`src/rtl/mouse_digit_formatter.sv`:
```
// mouse_digit_formatter: renders mouse X/Y as four {dot,nibble} digit codes in hex or decimal
module mouse_digit_formatter #(
    parameter int CONV_STEPS = 8
) (
    input  logic       CLK,
    input  logic       RESET,
    input  logic [7:0] X_POS,
    input  logic [7:0] Y_POS,
    input  logic       DATA_VALID,
    input  logic       DEC_MODE,
    input  logic       SEL_Y,
    output logic [4:0] DIGIT_A,
    output logic [4:0] DIGIT_B,
    output logic [4:0] DIGIT_C,
    output logic [4:0] DIGIT_D,
    output logic       BUSY
);
    typedef enum logic [1:0] {IDLE, CONV, UPDATE} state_t;
    state_t state, next_state;
    logic [7:0] held_x, held_y, pend_x, pend_y, cap_x, cap_y;
    logic pend, prev_dec, prev_sel, start;
    logic [19:0] sr, adj;
    logic [3:0] cnt;

    function automatic logic [3:0] add3(input logic [3:0] n);
        return n >= 4'd5 ? n + 4'd3 : n;
    endfunction

    always_comb begin
        start = DATA_VALID || pend || DEC_MODE != prev_dec || SEL_Y != prev_sel;
        cap_x = DATA_VALID ? X_POS : pend ? pend_x : held_x;
        cap_y = DATA_VALID ? Y_POS : pend ? pend_y : held_y;
        adj = {add3(sr[19:16]), add3(sr[15:12]), add3(sr[11:8]), sr[7:0]};
        next_state = state == IDLE ? (start ? (DEC_MODE ? CONV : UPDATE) : IDLE) :
                     state == CONV ? (cnt == 4'(CONV_STEPS - 1) ? UPDATE : CONV) : IDLE;
    end

    always_ff @(posedge CLK) state <= RESET ? IDLE : next_state;

    assign BUSY = state != IDLE;

    // prev_dec/prev_sel double as the mode of the render in flight, so mid-render input changes cannot leak in
    always_ff @(posedge CLK) begin
        if (RESET) begin
            held_x <= '0;
            held_y <= '0;
            pend_x <= '0;
            pend_y <= '0;
            pend <= 1'b0;
            prev_dec <= 1'b0;
            prev_sel <= 1'b0;
            sr <= '0;
            cnt <= '0;
            DIGIT_A <= '0;
            DIGIT_B <= '0;
            DIGIT_C <= '0;
            DIGIT_D <= '0;
        end else begin
            if (state == IDLE && start) begin
                held_x <= cap_x;
                held_y <= cap_y;
                prev_dec <= DEC_MODE;
                prev_sel <= SEL_Y;
                pend <= 1'b0;
                sr <= {12'b0, SEL_Y ? cap_y : cap_x};
                cnt <= '0;
            end else if (state != IDLE && DATA_VALID) begin
                pend <= 1'b1;
                pend_x <= X_POS;
                pend_y <= Y_POS;
            end
            if (state == CONV) begin
                sr <= adj << 1;
                cnt <= cnt + 4'd1;
            end
            if (state == UPDATE) begin
                DIGIT_D <= prev_dec ? {prev_sel, 4'h0} : {1'b0, held_x[7:4]};
                DIGIT_C <= prev_dec ? {1'b0, sr[19:16]} : {1'b1, held_x[3:0]};
                DIGIT_B <= prev_dec ? {1'b0, sr[15:12]} : {1'b0, held_y[7:4]};
                DIGIT_A <= prev_dec ? {1'b0, sr[11:8]} : {1'b0, held_y[3:0]};
            end
        end
    end
endmodule

```
`config.mk`:
```
export PLATFORM = sky130hd
export DESIGN_NAME = mouse_digit_formatter
export DESIGN_NICKNAME = d
export VERILOG_FILES = /design/src/rtl/mouse_digit_formatter.sv
export SDC_FILE = /design/constraint.sdc
export NUM_CORES = 1
export LEC_CHECK = 0
export ABC_CLOCK_PERIOD_IN_PS = 2800
export BUFFER_PORTS_ARGS = -buffer_cell sky130_fd_sc_hd__buf_4
export CAP_MARGIN = 20
export CORE_ASPECT_RATIO = 0.9
export CORE_MARGIN = 3
export CORE_UTILIZATION = 49
export CTS_BUF_LIST = sky130_fd_sc_hd__clkbuf_8
export DETAILED_ROUTE_END_ITERATION = 10
export HOLD_SLACK_MARGIN = 0.05
export PLACE_DENSITY = 0.65
export SYNTH_ARGS = -nofsm -noshare
export SYNTH_HDL_FRONTEND = slang
export SYNTH_SLANG_ARGS = --single-unit
export TNS_END_PERCENT = 10
```
`constraint.sdc`:
```
create_clock -name CLK -period 2.8 [get_ports CLK]
set_input_delay 0.14 -clock CLK [delete_from_list [all_inputs] [get_ports CLK]]
set_output_delay 0.14 -clock CLK [all_outputs]
set_load 0.01 [all_outputs]
```
==> flow_summary.toml, run 1 <==
[power]
p_total_mw = 2.68
clock_power_share_pct = 34.4
p_per_area_mw_per_mm2 = 600
power_leakage_nw = 1.68
power.share.sequential_pct = 47.3
switchingPower_mw = 0.761
p_sw_share_pct = 28.4
p_int_mw = 1.92
p_comb_share_pct = 18.3
ir_drop_mv = 0.327

[flow_run]
drv_cap = 0

[logic_synthesis]
synth_top_cell_area_share_pct = 41.3
synth_area_mm2 = 0.00382
yosys.area_share.simple_pct = 25.4
synth_compound_gate_area_share_pct = 18.8
ys_seq_area_share_pct = 41.3
muxShareOfSynthArea_pct = 3.96
synth_xor_area_share_pct = 2.29
yosys-top-cells-area = "dfxtp_1 (41%), nand2_1 (7.4%), a21oi_1 (6.7%)"
synth.largest_area_cell = "dfxtp_1"
syn-instance-count = 468
synth_seq_cells = 79
synth_top_family_by_area = "simple AND/OR/NAND/NOR gates"
syn_avg_cell_area_um2 = 8.17
ys_warn_count = 0
synth_fa_ha_area_share_pct = 2.29
synth.distinct_cells = 43

[floorplanning]
dieArea_mm2 = 0.00890
die_w_um = 99.1
start_util_pct = 52.4
io_pins = 42
placementRows = 29
core-area_mm2 = 0.00729
die_y_um = 89.8

[timing]
min_period_ps = 1780
layout_setup_ws_ps = 1020
skew_ps = 7.78
tns_ps = 0
slew_headroom_pct = 55.2
hold_viol = 0
tightest_slew_ps = 672
final.period_utilization_pct = 63.6
rsz0062_at_grt = "no"
slew_violations = 0
setup_violations = 0
timing.hold.ws_ps = 67.6
fmax_mhz = 561

[critical_path]
startpoint = "state[1]"
worst_r2r_path_depth = 5
crit_type = "register to register"
cp.required_ps = 3080
worst-r2r-setup-slack_ps = 1020
end_kind = "register"
r2r_end = "pend_y[4]"
path_max_fanout = 16
cp.arrival_ps = 2060
startpoint_type = "register"
timing.rr.start = "state[1]"

[grt]
grt_max_degree = 51
grt_pass1_wl_um = 15900
antenna_found_initial = 0
grt_overflow = 0
grt_usage_pct = 21.9
grt_pass1_vias = 3243

[cells_and_area]
nNetsFinal = 535
drive_above_1_share_pct = 14.1
diodes = 0
fillers = 676
utilization_pct = 61.3
area_growth_pct = 16.8

[min_path]
hp-start = "DEC_MODE"
holdPathEnd = "prev_dec"
min_path_cells = 3
holdCritPathClass = "primary input to register"

[clocking]
cts_sinks = 79
cts_buffers = 9
cts_tree = "yes"
postCtsSetupBuffers = 0
cts_max_level = 3
clock_latency_ps = 350
clk_pin_slew_worst_paths_ps = 80
cts-root-buf = "clkbuf_8"
clock_path_buffers = 2

[run_status]
status = "finished clean"

[detailed_routing]
antenna_left = 0
drt_first_pass_iters = 5
first_iter_violations = 198
drt_wl_total_um = 9350
drc = 0
vias = 3320
avgViaCountPerCell = 5.50
routedWlPerCell_um = 15.5

[place]
place.detailed.hpwl_um = 6340
gp_congestion = 0.796
pre_cts_ws_ps = 1020
port_buffers = 39
[registers in the layout, summed over array words and instances, names as in the netlist, 5 cells and up]
register	cells
DIGIT_D	5
sr	20
DIGIT_C	5
pend_x	8
held_y	8
held_x	8
pend_y	8
[worst max path at each step]
stage                           end
after floorplan           held_x[3]
after global placement    held_x[2]
after global routing      pend_x[5]
final                     pend_y[4]
after detailed placement  pend_x[6]
after CTS                 pend_y[4]
[Yosys cell counts (all sizes together)]
master   n
nand4    1
or2      2
o32a     1
o21ai   25
nand2   75
o31ai    1
nor3    20
or2b     1
nor2b   23
a31oi   11
and3     7
dfxtp   79
nor3b    1
xor2     4
inv      9
o21ba    1
a211o    7
xnor2    3
conb     1
buf     19
ha       7
a211oi  19
nor4     1
mux2i   14
a22o     3
nand3b   4
clkbuf  15
nor2    29
nand3   19
and2     1
mux2     1
nand2b  13
a21oi   51
[critical path, stage by stage (launching register included)]
cell,delay (ps)
dfxtp_1,600
nor2_4,120
inv_2,140
and2_1,580
nand2_1,120
a21oi_1,150
[placed cells by master, fill, tap and decap left out, drive strengths merged]
cell type    netlist  final
a211o              7      7
a211oi            19     19
a21oi             51     51
a22o               3      3
a31oi             11     11
and2               1      1
and3               7      7
buf               19     45
bufinv             0      2
clkbuf            15     10
clkinv             0      2
conb               1      2
dfxtp             79     79
dlygate4sd3        0     16
ha                 7      7
inv                9     10
mux2               1      1
mux2i             14     14
nand2             75     75
nand2b            13     13
nand3             19     19
nand3b             4      4
nand4              1      1
nor2              29     29
nor2b             23     23
nor3              20     20
nor3b              1      1
nor4               1      1
o21ai             25     25
o21ba              1      1
o31ai              1      1
o32a               1      1
or2                2      2
or2b               1      1
xnor2              3      3
xor2               4      4
[what timing repair did]
| item | 4_1_cts | 5_1_grt |
|---|---|---|
| hold buffers | 16 | 0 |
| gates resized for setup | 0 | 0 |
| endpoints found under the hold margin | 16 | 0 |
[routing by layer]
metal | track usage [%] | wire, um
met4 | 6.94 | 134
met3 | 5.26 | 377
met1 | 30.1 | 4300
met2 | 34.1 | 4540
met5 | 0 | 0
[logic make-up (layout without fill, tap and decap cells)]
group | count (synthesis) | in the layout
other | 1 | 2
DFF | 79 | 79
muxes | 15 | 15
AOI/OAI and AO/OA | 119 | 119
and+or+nand+nor | 197 | 197
adders and majority gates | 7 | 7
buffers and inverters | 43 | 85
xor gates and xnor gates | 7 | 7
[power groups by stage]
stage	clock (mW)	sequential [mW]	combinational [mW]
floorplan	0	1.28	0.358
CTS	0.941	1.27	0.495
detailed placement	0	1.29	0.475
finish	0.924	1.27	0.491
global placement	0	1.29	0.466
global route	0.992	1.28	0.549
[area by class of cell]
type	instances	area, um^2	area share [%]
clock buffers	10	138	3.08
clock inverters	5	73.8	1.65
inverters	9	33.8	0.756
multi-input cells	347	2030	45.4
flip-flops and latches	79	1580	35.4
well taps	93	116	2.60
repair buffers	61	498	11.1
[metrics by stage]
stage                     area (um^2)  instances
final                            4470        604
after global routing             4470        604
after CTS                        4470        604
after detailed placement         4100        573
after global placement           4100        573
after floorplan                  3830        469
No activity file was read; power rests on OpenSTA's default activity.
==> inputs of run 2 (changes only) <==
Settings changed: ABC_CLOCK_PERIOD_IN_PS 2800 to 1600, PLACE_DENSITY 0.65 to 0.67.
Clock period 2.8 ns to 1.6 ns, I/O delays scaled along.
==> flow_summary.toml, run 2 (synthesis results as in run 1) <==
[timing]
hold_viol = 0
timing.hold.ws_ps = 92.8
fmax_mhz = 668
rsz0062_at_grt = "yes"
skew_ps = 14.7
slew_headroom_pct = 58.7
final.period_utilization_pct = 93.6
setup_violations = 0
tightest_slew_ps = 617
slew_violations = 0
min_period_ps = 1500
layout_setup_ws_ps = 102
tns_ps = 0

[detailed_routing]
routedWlPerCell_um = 15.9
drt_first_pass_iters = 4
vias = 3432
avgViaCountPerCell = 5.50
first_iter_violations = 123
drt_wl_total_um = 9930
drc = 0
antenna_left = 0

[grt]
antenna_found_initial = 0
grt_pass1_wl_um = 16300
grt_max_degree = 33
grt_pass1_vias = 3283
grt_usage_pct = 22.8
grt_overflow = 0

[clocking]
cts_max_level = 3
cts-root-buf = "clkbuf_8"
clk_pin_slew_worst_paths_ps = 80
clock_latency_ps = 370
postCtsSetupBuffers = 0
cts_tree = "yes"
cts_sinks = 79
clock_path_buffers = 2
cts_buffers = 9

[cells_and_area]
largest_reg_flops = 20
diodes = 0
layout.cells.most_common = "dfxtp_1"
fillers = 657
fin_area_mm2 = 0.00471
regMostFlops = "sr"
area_growth_pct = 23.1
drive_above_1_share_pct = 17.7
nNetsFinal = 554
layout_common_cells = "dfxtp_1 (79), nand2_1 (75), buf_4 (56)"
utilization_pct = 64.6

[critical_path]
path_max_fanout = 7
r2r_end = "cnt[0]"
timing.rr.start = "state[0]"
worst-r2r-setup-slack_ps = 100
startpoint_type = "register"
cp.arrival_ps = 1800
worstPathCellList = "nand2b_1 > nor2_1 > mux2_2"
worst-path-buf-inv = 0
end_kind = "register"
critical_path.max_stage_delay_ps = 510
crit_family = "simple AND/OR/NAND/NOR gates"
worst_r2r_path_depth = 3
crit_type = "register to register"
cp.required_ps = 1910
slowest_stage = "nor2_1"

[floorplanning]
die_w_um = 99.1
core-area_mm2 = 0.00729
die_y_um = 89.8
dieArea_mm2 = 0.00890
start_util_pct = 52.4
placementRows = 29
io_pins = 42

[power]
power.share.sequential_pct = 45.4
p_int_mw = 3.44
ir_drop_mv = 0.693
power_leakage_nw = 1.79
switchingPower_mw = 1.44
clock_power_share_pct = 34.3
p_comb_share_pct = 20.3
p_per_area_mw_per_mm2 = 1040
p_sw_share_pct = 29.5

[flow_run]
drv_cap = 0

[run_status]
status = "finished clean"

[min_path]
min_path_cells = 3
holdPathEnd = "prev_sel"
holdCritPathClass = "primary input to register"
hp-start = "SEL_Y"

[place]
pre_cts_ws_ps = 78.4
postPlaceCellArea_mm2 = 0.00429
port_buffers = 39
gp_congestion = 0.833
place.detailed.hpwl_um = 6820
[run 2: area by class of cell]
class                      instances  area [um^2]  share of cell area [%]
multi-input combinational        347         2050                    43.4
sequential                        79         1580                    33.6
timing repair buffer              80          712                    15.1
clock buffer                       9          124                    2.63
tap                               93          116                    2.47
clock inverter                     7         96.3                    2.05
inverter                           9         33.8                   0.717
[run 2: worst register-to-register path, stage by stage, from the launching register on]
cell      delay [ps]
dfxtp_1          500
nand2b_1         180
nor2_1           510
mux2_2           260
[run 2: how the worst max path moves through the flow]
stage	slack (ps)	cells past startpoint	start	to
4_1_cts	70	6	pend	sr[3]
6_report	100	3	state[0]	cnt[0]
3_5_place_dp	80	6	pend	sr[3]
3_3_place_gp	110	6	pend	sr[5]
2_1_floorplan	150	6	prev_sel	held_x[3]
5_1_grt	-20	6	pend	sr[3]
[run 2: routing by layer]
| layer | global-route usage (%) | routed length [um] | vias to the layer above |
|---|---|---|---|
| li1 | - | - | 1730 |
| met1 | 30.5 | 4430 | 1604 |
| met2 | 36.6 | 4820 | 83 |
| met3 | 4.80 | 563 | 15 |
| met4 | 7.28 | 126 | 0 |
| met5 | 0 | 0 | - |
[run 2: what timing repair did]
| action | CTS | global route |
|---|---|---|
| hold buffers | 18 | 0 |
| hold endpoints to repair | 24 | 0 |
| gates resized for setup | 0 | 5 |
| endpoints found under the setup margin | 0 | 11 |
[run 2: metrics by stage]
step	std cells	power, mW
after floorplan	469	2.86
after global placement	590	3.19
after detailed placement	590	3.20
after CTS	624	4.89
after global routing	624	5.11
final	624	4.88
[run 2: power by group through the flow]
stage | combinational, mW | clock [mW] | sequential, mW
4_1_cts | 0.984 | 1.69 | 2.21
3_5_place_dp | 0.944 | 0 | 2.26
6_report | 0.988 | 1.67 | 2.21
5_1_grt | 1.09 | 1.79 | 2.23
2_1_floorplan | 0.626 | 0 | 2.24
3_3_place_gp | 0.927 | 0 | 2.26
